<file path="src/rtl/mod_exp_seq.sv">
// Sequential modular exponentiator: left-to-right square-and-multiply built on
// a bit-serial interleaved modular multiplier that takes WIDTH cycles per product.
module mod_exp_seq #(
  parameter int WIDTH = 64
) (
  input  logic             clk,
  input  logic             rstn,
  input  logic             start,
  input  logic [WIDTH-1:0] base,
  input  logic [WIDTH-1:0] modulus,
  input  logic [WIDTH-1:0] exponent,
  input  logic [31:0]      length,
  output logic             busy,
  output logic             done,
  output logic [WIDTH-1:0] result
);

  localparam int IW = (WIDTH > 1) ? $clog2(WIDTH) : 1;

  typedef enum logic [1:0] {IDLE, SQR, MUL, DONE} state_t;

  state_t           state, state_next;
  logic [WIDTH-1:0] base_r, mod_r, exp_r, acc;
  logic [WIDTH+1:0] p, p_sum, p_red1, p_red2, mcand_ext, mod_ext;
  logic [IW-1:0]    bit_cnt, idx, len_clamped;
  logic             last_bit, exp_bit, zero_exp;

  // One interleaved step: P = 2P (+ b when the multiplier bit is set), then two conditional subtracts.
  always_comb begin
    mcand_ext   = '0;
    mod_ext     = {2'b00, mod_r};
    mcand_ext   = (state == MUL) ? {2'b00, base_r} : {2'b00, acc};
    p_sum       = (p << 1) + (acc[bit_cnt] ? mcand_ext : '0);
    p_red1      = (p_sum >= mod_ext) ? (p_sum - mod_ext) : p_sum;
    p_red2      = (p_red1 >= mod_ext) ? (p_red1 - mod_ext) : p_red1;
    last_bit    = (bit_cnt == '0);
    exp_bit     = exp_r[idx];
    zero_exp    = (length == 32'hFFFF_FFFF);
    len_clamped = (length >= 32'(WIDTH)) ? IW'(WIDTH - 1) : length[IW-1:0];
  end

  always_ff @(posedge clk or negedge rstn) begin
    if (!rstn) state <= IDLE;
    else       state <= state_next;
  end

  always_comb begin
    state_next = state;
    busy       = (state != IDLE);
    done       = (state == DONE);
    case (state)
      IDLE: if (start) state_next = zero_exp ? DONE : SQR;
      SQR: begin
        if (last_bit) begin
          if (exp_bit)          state_next = MUL;
          else if (idx == '0)   state_next = DONE;
          else                  state_next = SQR;
        end
      end
      MUL:  if (last_bit) state_next = (idx == '0) ? DONE : SQR;
      DONE: state_next = IDLE;
      default: state_next = IDLE;
    endcase
  end

  // result is loaded on entry to DONE so it is valid alongside the done pulse.
  always_ff @(posedge clk or negedge rstn) begin
    if (!rstn) begin
      base_r  <= '0;
      mod_r   <= '0;
      exp_r   <= '0;
      acc     <= '0;
      p       <= '0;
      bit_cnt <= '0;
      idx     <= '0;
      result  <= '0;
    end else begin
      case (state)
        IDLE: begin
          if (start) begin
            base_r  <= base;
            mod_r   <= modulus;
            exp_r   <= exponent;
            idx     <= len_clamped;
            acc     <= WIDTH'(1);
            p       <= '0;
            bit_cnt <= IW'(WIDTH - 1);
            if (zero_exp) result <= WIDTH'(1);
          end
        end
        SQR, MUL: begin
          if (last_bit) begin
            acc     <= p_red2[WIDTH-1:0];
            p       <= '0;
            bit_cnt <= IW'(WIDTH - 1);
            if ((state == MUL || !exp_bit) && idx != '0) idx <= idx - IW'(1);
            if (state_next == DONE) result <= p_red2[WIDTH-1:0];
          end else begin
            p       <= p_red2;
            bit_cnt <= bit_cnt - IW'(1);
          end
        end
        default: ;
      endcase
    end
  end

endmodule

</file>
<file path="config.mk">
export PLATFORM = sky130hd
export DESIGN_NAME = mod_exp_seq
export DESIGN_NICKNAME = d
export VERILOG_FILES = /design/src/rtl/mod_exp_seq.sv
export SDC_FILE = /design/constraint.sdc
export NUM_CORES = 1
export LEC_CHECK = 0
export BUFFER_PORTS_ARGS = -buffer_cell sky130_fd_sc_hd__buf_2
export CAP_MARGIN = 20
export CELL_PAD_IN_SITES_DETAIL_PLACEMENT = 1
export CELL_PAD_IN_SITES_GLOBAL_PLACEMENT = 2
export CORE_MARGIN = 2
export CORE_UTILIZATION = 38
export DETAILED_ROUTE_END_ITERATION = 10
export HOLD_SLACK_MARGIN = 0.15
export PLACE_DENSITY = 0.84
export SLEW_MARGIN = 20
export SYNTH_ARGS = -nofsm -noshare
export SYNTH_HDL_FRONTEND = slang
export SYNTH_SLANG_ARGS = --single-unit
export TNS_END_PERCENT = 1
</file>
<file path="constraint.sdc">
create_clock -name clk -period 12.79 [get_ports clk]
set_clock_uncertainty 0.05 [all_clocks]
set_input_delay 0.6395 -clock clk [delete_from_list [all_inputs] [get_ports clk]]
set_output_delay 0.6395 -clock clk [all_outputs]
set_load 0.005 [all_outputs]
</file>
==> results_dict.tcl, run 1 <==
set metrics [dict create \
    grt_busiest_layer "met1" \
    clock_path_buffers 3 \
    synth_async_sr_flop_share 1.00 \
    whs_ps 176 \
    fin_crit_ps 12210 \
    critical_path_class "register to register" \
    path_max_fanout 25 \
    synth-edff-count 0 \
    yosys_warnings 0 \
    finalMaxSlewViolations 0 \
    syn_area_um2 30000 \
    die_w_um 285 \
    synth_cells 3417 \
    start_kind "register" \
    nNetsFinal 4137 \
    synth_area_leaders "dfrtp_1 (33%), ha_1 (8.2%), mux2_2 (5.6%)" \
    worstMarginPinSlew_ps 1020 \
    numCtsBuffers 48 \
    antenna_found_initial 3 \
    max_stage_delay_ps 530 \
    h-tree-depth 2 \
    met1_usage 0.422 \
    ant_nets 0 \
    die_area_um2 81200 \
    place.gp.congestion 0.958 \
    die_h_um 285 \
    cts_root_buffer "clkbuf_16" \
    critical_path_arrival_ps 12620 \
    critPathTopFamily "compound AO/OA/AOI/OAI gates" \
    hpwl_um 91100 \
    relSlewSlack 0.315 \
    yosysUniqueCellTypes 90 \
    met3_usage 0.0371 \
    drt-initial-drc-count 1866 \
    ios 293 \
    yosys.area.top_type "dfrtp_1" \
    numPortBuffers 292 \
    synth_commonest_cells "nand2_1 (422), dfrtp_1 (399), a21oi_1 (270), o21ai_0 (204), ha_1 (197)" \
    clock_latency_ps 620 \
    drc_errors 0 \
    synth-seq-cells 399 \
    core-area_um2 78600 \
    hold_viol 0 \
    crit_path_top_delay_cell "mux4_2" \
    rsz0062_at_grt "no" \
    synth-main-ff-cell "dfrtp_1" \
    final_layout_size_suffix_gt1_frac 0.203 \
    wirelength_um 115000 \
    outcome "finished, final reports clean" \
    grt_pass1_vias 28200 \
    dr.pass1.iters 6 \
    cp.required_ps 13200 \
    rows 103 \
    hold_path_class "input port to register" \
    cp.buffers_inverters 6 \
    cts_tree "yes" \
    worstSetupEndpointType "register" \
    grt_max_degree 100 \
    reg2reg_depth 46 \
    grt_pass1_wl_um 176000 \
    synth.most_common_cell "nand2_1" \
    vias_per_cell 5.75 \
    worst-path-stages 46 \
    synth.net_count 3844 \
    grt_overflow 0 \
    via_count 27600 \
    setup_viol 0 \
    post_dp_cell_area_um2 33200 \
    period_share 0.954 \
    fmax_mhz 81.9 \
    ys_seq_area_frac 0.333 \
    setup_tns_ps 0 \
    fin_area_um2 35000 \
    grt.total_usage 0.278 \
    start_util 0.382 \
    syn_to_final_growth_pct 16.7 \
    cts.sinks 399 \
    cap_violations 0 \
    clkTransAtPathRegs_ps 70 \
    hold_path_depth 3 \
    syn_area_per_cell_um2 8.78 \
    grt_util_met2 0.419 \
    wire_per_inst_um 23.9 \
    netlist.area_leader.share 0.333 \
]
==> repair_timing <==
item | 4_1_cts | 5_1_grt
hold buffers | 6 | 0
setup buffers | 0 | 1
endpoints found under the setup margin | 0 | 193
hold endpoints to repair | 96 | 0
gates resized for setup | 0 | 10
==> state kept, by name, indices dropped and copies added (netlist names), 6 cells and up <==
name	cells
mod_r	64
bit_cnt	6
exp_r	64
base_r	64
idx	6
p	65
acc	64
result	64
==> cell families (layout without fill, tap and decap cells) <==
family          Yosys count  in the layout  share of synthesized area
xor+xnor                182            182                     0.0531
simple gates            936            936                      0.143
fa+ha+maj               200            200                     0.0841
buf+inv                 330            661                     0.0442
flops                   399            399                      0.333
compound gates         1044           1044                      0.214
other cells               0              1                          0
mux                     326            326                      0.129
==> stage by stage <==
stage	util	setup slack [ps]	std cells
6_report	0.446	584	4799
5_1_grt	0.446	77.9	4798
4_1_cts	0.445	41.8	4797
3_5_place_dp	0.422	81.0	4703
3_3_place_gp	0.422	161	4703
2_1_floorplan	-	1290	3417
==> final cells by class <==
cell class | count | area [um2]
clock inverters | 31 | 419
flip-flops and latches | 399 | 9990
well taps | 1050 | 1310
repair buffers | 444 | 2690
fillers | 9259 | 43600
diodes | 1 | 2.50
clock buffers | 57 | 1330
multi-input cells | 2688 | 18800
inverters | 129 | 484
==> routing by layer <==
metal  vias to the layer above  share of wire
met5                         -        0.00011
met4                         2          0.023
met3                       123          0.061
met2                       782           0.43
met1                     13700           0.49
li1                      13000              -
==> path summary, 6_finish.rpt <==
path                       slack, ps                      to                   start
hold reg to reg                  440  result[34]$_DFFE_PN0P_  result[34]$_DFFE_PN0P_
max in group asynchronous      10050   exp_r[19]$_DFFE_PN0P_                    rstn
setup / recovery                 580  result[19]$_DFFE_PN0P_  bit_cnt[0]$_DFFE_PN0P_
setup reg to reg                 580  result[19]$_DFFE_PN0P_  bit_cnt[0]$_DFFE_PN0P_
hold / removal                   180   mod_r[33]$_DFFE_PN0P_             modulus[33]
min in group asynchronous        640       p[10]$_DFFE_PN0P_                    rstn
==> worst register-to-register path, delay by kind of cell, from the launching register on <==
| family | cells | cell delay (ps) |
|---|---|---|
| AOI/OAI and AO/OA | 21 | 4910 |
| xor gates and xnor gates | 1 | 400 |
| adders and majority gates | 5 | 1730 |
| buffers and inverters | 6 | 1130 |
| DFF | 1 | 370 |
| muxes | 5 | 2090 |
| and+or+nand+nor | 8 | 1420 |
==> cell usage in the layout, fill, tap and decap left out, types with 11 or more instances in the layout <==
cell type / instances
inv_1: 128
or3_1: 11
a31oi_1: 28
xnor2_1: 102
nor2_1: 195
ha_1: 196
and4_1: 11
nor3_1: 35
a211oi_1: 12
nand2b_1: 24
buf_4: 140
and3_1: 27
a22o_1: 54
mux4_2: 30
xor2_1: 79
nor2b_1: 26
a21oi_1: 269
o21ai_0: 201
nor4_1: 24
o21ai_1: 191
o21a_1: 20
o211ai_1: 27
nand2_1: 421
mux2i_1: 134
dfrtp_1: 398
mux2_2: 150
nand3_1: 44
buf_2: 291
clkbuf_16: 49
and2_1: 12
a21o_1: 87
nand4_1: 70
o21bai_1: 32
Power of run 1 is not shown: default switching activity piles up to over one toggle a cycle in this logic, so the estimate is an artifact.
==> run 2, diff against run 1 <==
- CORE_ASPECT_RATIO: not set -> 1.1
- PLACE_DENSITY: 0.84 -> 0.92
- REMOVE_ABC_BUFFERS: not set -> 1
==> run 2 against run 1 <==
  * Highest routed layer unchanged
  * Largest cell class unchanged
  * Core utilization grew 0.66 points
  * Clock-buffer cell count grew 3
  * Critical endpoint is now p[1]$_DFFE_PN0P_
  * Worst setup slack got worse by 28 ps
  * Register-to-register slack got worse by 30 ps
==> results_dict.tcl, run 2 (synthesis gave the netlist of run 1 again) <==
set metrics [dict create \
    outcome "finished, final reports clean" \
    rows 108 \
    critical_path_class "register to register" \
    seqCellArea_um2 9990 \
    holdCritStartpoint "modulus[38]" \
    via_count 28600 \
    rsz0062_at_grt "no" \
    grt.total_usage 0.290 \
    clkTransAtPathRegs_ps 70 \
    antenna_found_initial 5 \
    die_w_um 272 \
    drc_errors 0 \
    dr.pass1.iters 7 \
    clock_latency_ps 630 \
    final_cell_mix "nand2_1 (421), dfrtp_1 (398), buf_2 (291)" \
    hold_path_class "input port to register" \
    die_area_um2 81200 \
    cap_violations 0 \
    setup_viol 0 \
    grt_max_degree 94 \
    syn_to_final_growth_pct 18.3 \
    ant_nets 0 \
    worstMarginPinSlew_ps 1180 \
    hold_viol 0 \
    finalMaxSlewViolations 0 \
    crit_path_top_delay_cell "or4_4" \
    h-tree-depth 2 \
    post_dp_cell_area_um2 33700 \
    fillers 9245 \
    place.gp.congestion 0.953 \
    vias_per_cell 5.87 \
    clock_path_buffers 3 \
    start_util 0.382 \
    grt_overflow 0 \
    hpwl_um 94200 \
    relSlewSlack 0.214 \
    setup_tns_ps 0 \
    critical_path_arrival_ps 12730 \
    die_h_um 299 \
    grt_pass1_wl_um 182000 \
    regMostFlops "p" \
    final_common_cell "nand2_1" \
    multiInputGateArea_um2 18800 \
    r2r_start "bit_cnt[0]$_DFFE_PN0P_" \
    hold_path_depth 3 \
    worstSetupEndpointType "register" \
    numPortBuffers 292 \
    ios 293 \
    largest_reg_flops 65 \
    core-area_um2 78500 \
    cp.required_ps 13290 \
    fin_crit_ps 12230 \
    grt_pass1_vias 29700 \
    nNetsFinal 4207 \
    path_common_cell "a21oi_1" \
    numCtsBuffers 48 \
    path_max_fanout 27 \
    fmax_mhz 81.7 \
    cp-startpoint "bit_cnt[0]$_DFFE_PN0P_" \
    drt-initial-drc-count 2254 \
    fin_area_um2 35500 \
    cts_root_buffer "clkbuf_16" \
    cts_tree "yes" \
    period_share 0.957 \
    reg2reg_depth 46 \
    max_stage_delay_ps 570 \
    start_kind "register" \
    wirelength_um 120000 \
    cts.sinks 399 \
    wire_per_inst_um 24.8 \
    final_layout_size_suffix_gt1_frac 0.215 \
]
## run 2: cell types whose count changed in the layout (fill, tap and decap cells not counted), sizes merged
cell | before | now
inv | 134 | 132
clkinvlp | 6 | 4
dlygate4sd3 | 6 | 14
clkinv | 12 | 15
clkbuf | 57 | 60
bufinv | 8 | 5
buf | 438 | 500
## run 2: path summary, 6_finish.rpt
kind	end	slack, ps
hold reg to reg	result[46]$_DFFE_PN0P_	430
setup reg to reg	p[1]$_DFFE_PN0P_	560
hold / removal	mod_r[38]$_DFFE_PN0P_	170
min in group asynchronous	result[37]$_DFFE_PN0P_	510
setup / recovery	p[1]$_DFFE_PN0P_	560
max in group asynchronous	bit_cnt[1]$_DFFE_PN0P_	8940
## run 2: final cells by class
type | count | share of cell area
Inverter | 129 | 0.0136
Sequential cell | 399 | 0.281
Timing Repair Buffer | 514 | 0.0922
Multi-Input combinational cell | 2688 | 0.530
Clock buffer | 60 | 0.0374
Antenna cell | 1 | 0.0000705
Tap cell | 1045 | 0.0368
Clock inverter | 27 | 0.00899
## run 2: routing by layer
metal,vias to the layer above,wire [um],track usage
met1,14300,53700,0.394
met3,216,6600,0.0385
met5,-,16,0
met4,4,4970,0.107
met2,917,55200,0.472
li1,13100,-,-
## run 2: repair_timing
item	4_1_cts	5_1_grt
gates resized for setup	1	9
hold endpoints to repair	71	0
endpoints found under the setup margin	13	193
hold buffers	14	0
setup buffers	0	0
pin swaps	0	1
## run 2: through the flow
stage	hold slack (ps)	util	cells	setup slack [ps]
6_report	173	0.452	4863	556
5_1_grt	164	0.452	4862	8.55
4_1_cts	151	0.452	4862	64.9
3_5_place_dp	424	0.429	4761	-19.5
3_3_place_gp	417	0.429	4761	177
2_1_floorplan	294	-	3216	-4190
## run 2: worst max-delay path, delay by kind of cell (launching register included)
family | cells | cell delay, ps
mux | 5 | 2000
flops | 1 | 360
fa+ha+maj | 3 | 1230
compound gates | 20 | 4410
simple gates | 10 | 2250
buf+inv | 7 | 1570
xor+xnor | 1 | 250
Power of run 2 is left out for the same reason.
==> run 3, diff against run 2 <==
- REMOVE_ABC_BUFFERS: 1 -> not set
==> run 3 against run 2 <==
  * Sequential share of layout area rose by 0.50 points
  * Register-to-register slack improved by 40 ps
  * Core utilization fell by 0.79 points
  * Non-clock buffer count fell by 64
  * Worst setup slack improved by 41 ps
  * Via count fell by 2.1%
  * Hold slack improved by 3.1 ps
  * Fmax rose by 0.34%
==> results_dict.tcl, run 3 (synthesis gave the netlist of run 1 again) <==
set metrics [dict create \
    numPortBuffers 292 \
    ant_nets 0 \
    reg2reg_depth 42 \
    place.gp.congestion 0.934 \
    rsz0062_at_grt "no" \
    wirelength_um 114000 \
    nNetsFinal 4139 \
    clkTransAtPathRegs_ps 60 \
    fin_crit_ps 12190 \
    path_common_cell "a21oi_1" \
    fmax_mhz 82.0 \
    max_stage_delay_ps 750 \
    finalCoreUtilization 0.444 \
    final_cell_mix "nand2_1 (421), dfrtp_1 (398), buf_2 (291)" \
    outcome "finished, final reports clean" \
    holdPathEnd "mod_r[57]$_DFFE_PN0P_" \
    crit_path_top_delay_cell "or4b_2" \
    cts_tree "yes" \
    finalMaxSlewViolations 0 \
    die_w_um 272 \
    rrSetupSlack_ps 600 \
    cap_violations 0 \
    path_max_fanout 28 \
    cts.sinks 399 \
    drc_errors 0 \
    cp.required_ps 13280 \
    syn_to_final_growth_pct 16.3 \
    critical_path_class "register to register" \
    grt_max_degree 161 \
    hold_path_depth 3 \
    critical_path_arrival_ps 12680 \
    grt.total_usage 0.277 \
    worstMarginPinSlew_ps 1020 \
    final.setup.worst_slack_ps 597 \
    die_area_um2 81200 \
    period_share 0.953 \
    hold_path_class "input port to register" \
    numCtsBuffers 44 \
    largest_reg_flops 65 \
    grt_pass1_vias 28800 \
    grt_pass1_wl_um 175000 \
    h-tree-depth 2 \
    via_count 28000 \
    worstSetupEndpointType "register" \
    ios 293 \
    holdCritStartpoint "modulus[57]" \
    grt_overflow 0 \
    final_common_cell "nand2_1" \
    cts_root_buffer "clkbuf_16" \
    whs_ps 176 \
    r2r_end "p[1]$_DFFE_PN0P_" \
    hpwl_um 90500 \
    critPathTopFamily "compound AO/OA/AOI/OAI gates" \
    final_layout_size_suffix_gt1_frac 0.201 \
    relSlewSlack 0.319 \
    die_h_um 299 \
    cp.buffers_inverters 6 \
    rows 108 \
    core-area_um2 78500 \
    vias_per_cell 5.84 \
    start_kind "register" \
    drt-initial-drc-count 2072 \
    start_util 0.382 \
    pre_cts_ws_ps -344 \
    hold_viol 0 \
    clock_latency_ps 620 \
    antenna_found_initial 1 \
    regMostFlops "p" \
    dr.pass1.iters 5 \
    r2r_start "bit_cnt[0]$_DFFE_PN0P_" \
    setup_viol 0 \
    wire_per_inst_um 23.9 \
    clock_path_buffers 3 \
]
[run 3: final cells by class]
cell class              instances  area (um2)
fillers                      9198       43600
well taps                    1045        1310
inverters                     129         484
clock buffers                  62        1230
diodes                          1        2.50
repair buffers                450        2770
flip-flops and latches        399        9990
clock inverters                20         273
multi-input cells            2688       18800
[run 3: timing repair]
item	4_1_cts	5_1_grt
endpoints found under the setup margin	192	193
gates resized for setup	2	9
hold buffers	5	0
setup buffers	0	0
hold endpoints to repair	55	0
[run 3: metal layers]
| metal | share of wire | routed length, um | track usage |
|---|---|---|---|
| met1 | 0.47 | 53400 | 0.395 |
| met2 | 0.45 | 51300 | 0.436 |
| met3 | 0.055 | 6320 | 0.0362 |
| met4 | 0.030 | 3410 | 0.0842 |
| met5 | 0 | 0 | 0 |
[run 3: worst max-delay path by stage]
stage	start	end	depth (start not counted)
floorplan	bit_cnt[0]$_DFFE_PN0P_	acc[49]$_DFFE_PN0P_	48
global placement	bit_cnt[1]$_DFFE_PN0P_	p[12]$_DFFE_PN0P_	43
detailed placement	bit_cnt[1]$_DFFE_PN0P_	p[12]$_DFFE_PN0P_	43
CTS	bit_cnt[1]$_DFFE_PN0P_	p[12]$_DFFE_PN0P_	40
global route	bit_cnt[0]$_DFFE_PN0P_	p[57]$_DFFE_PN0P_	45
finish	bit_cnt[0]$_DFFE_PN0P_	p[1]$_DFFE_PN0P_	42
[run 3: stage by stage]
stage	area, um2	instances	TNS (ps)
after floorplan	30000	3417	0
after global placement	33200	4705	-3820
after detailed placement	33200	4705	-27430
after CTS	34800	4792	0
after global routing	34900	4793	0
final	34900	4794	0
[run 3: worst min-delay path: stages]
cell     delay (ps)
buf_2            70
nand2_1          40
o21ai_0          60
Power of run 3 is left out for the same reason.
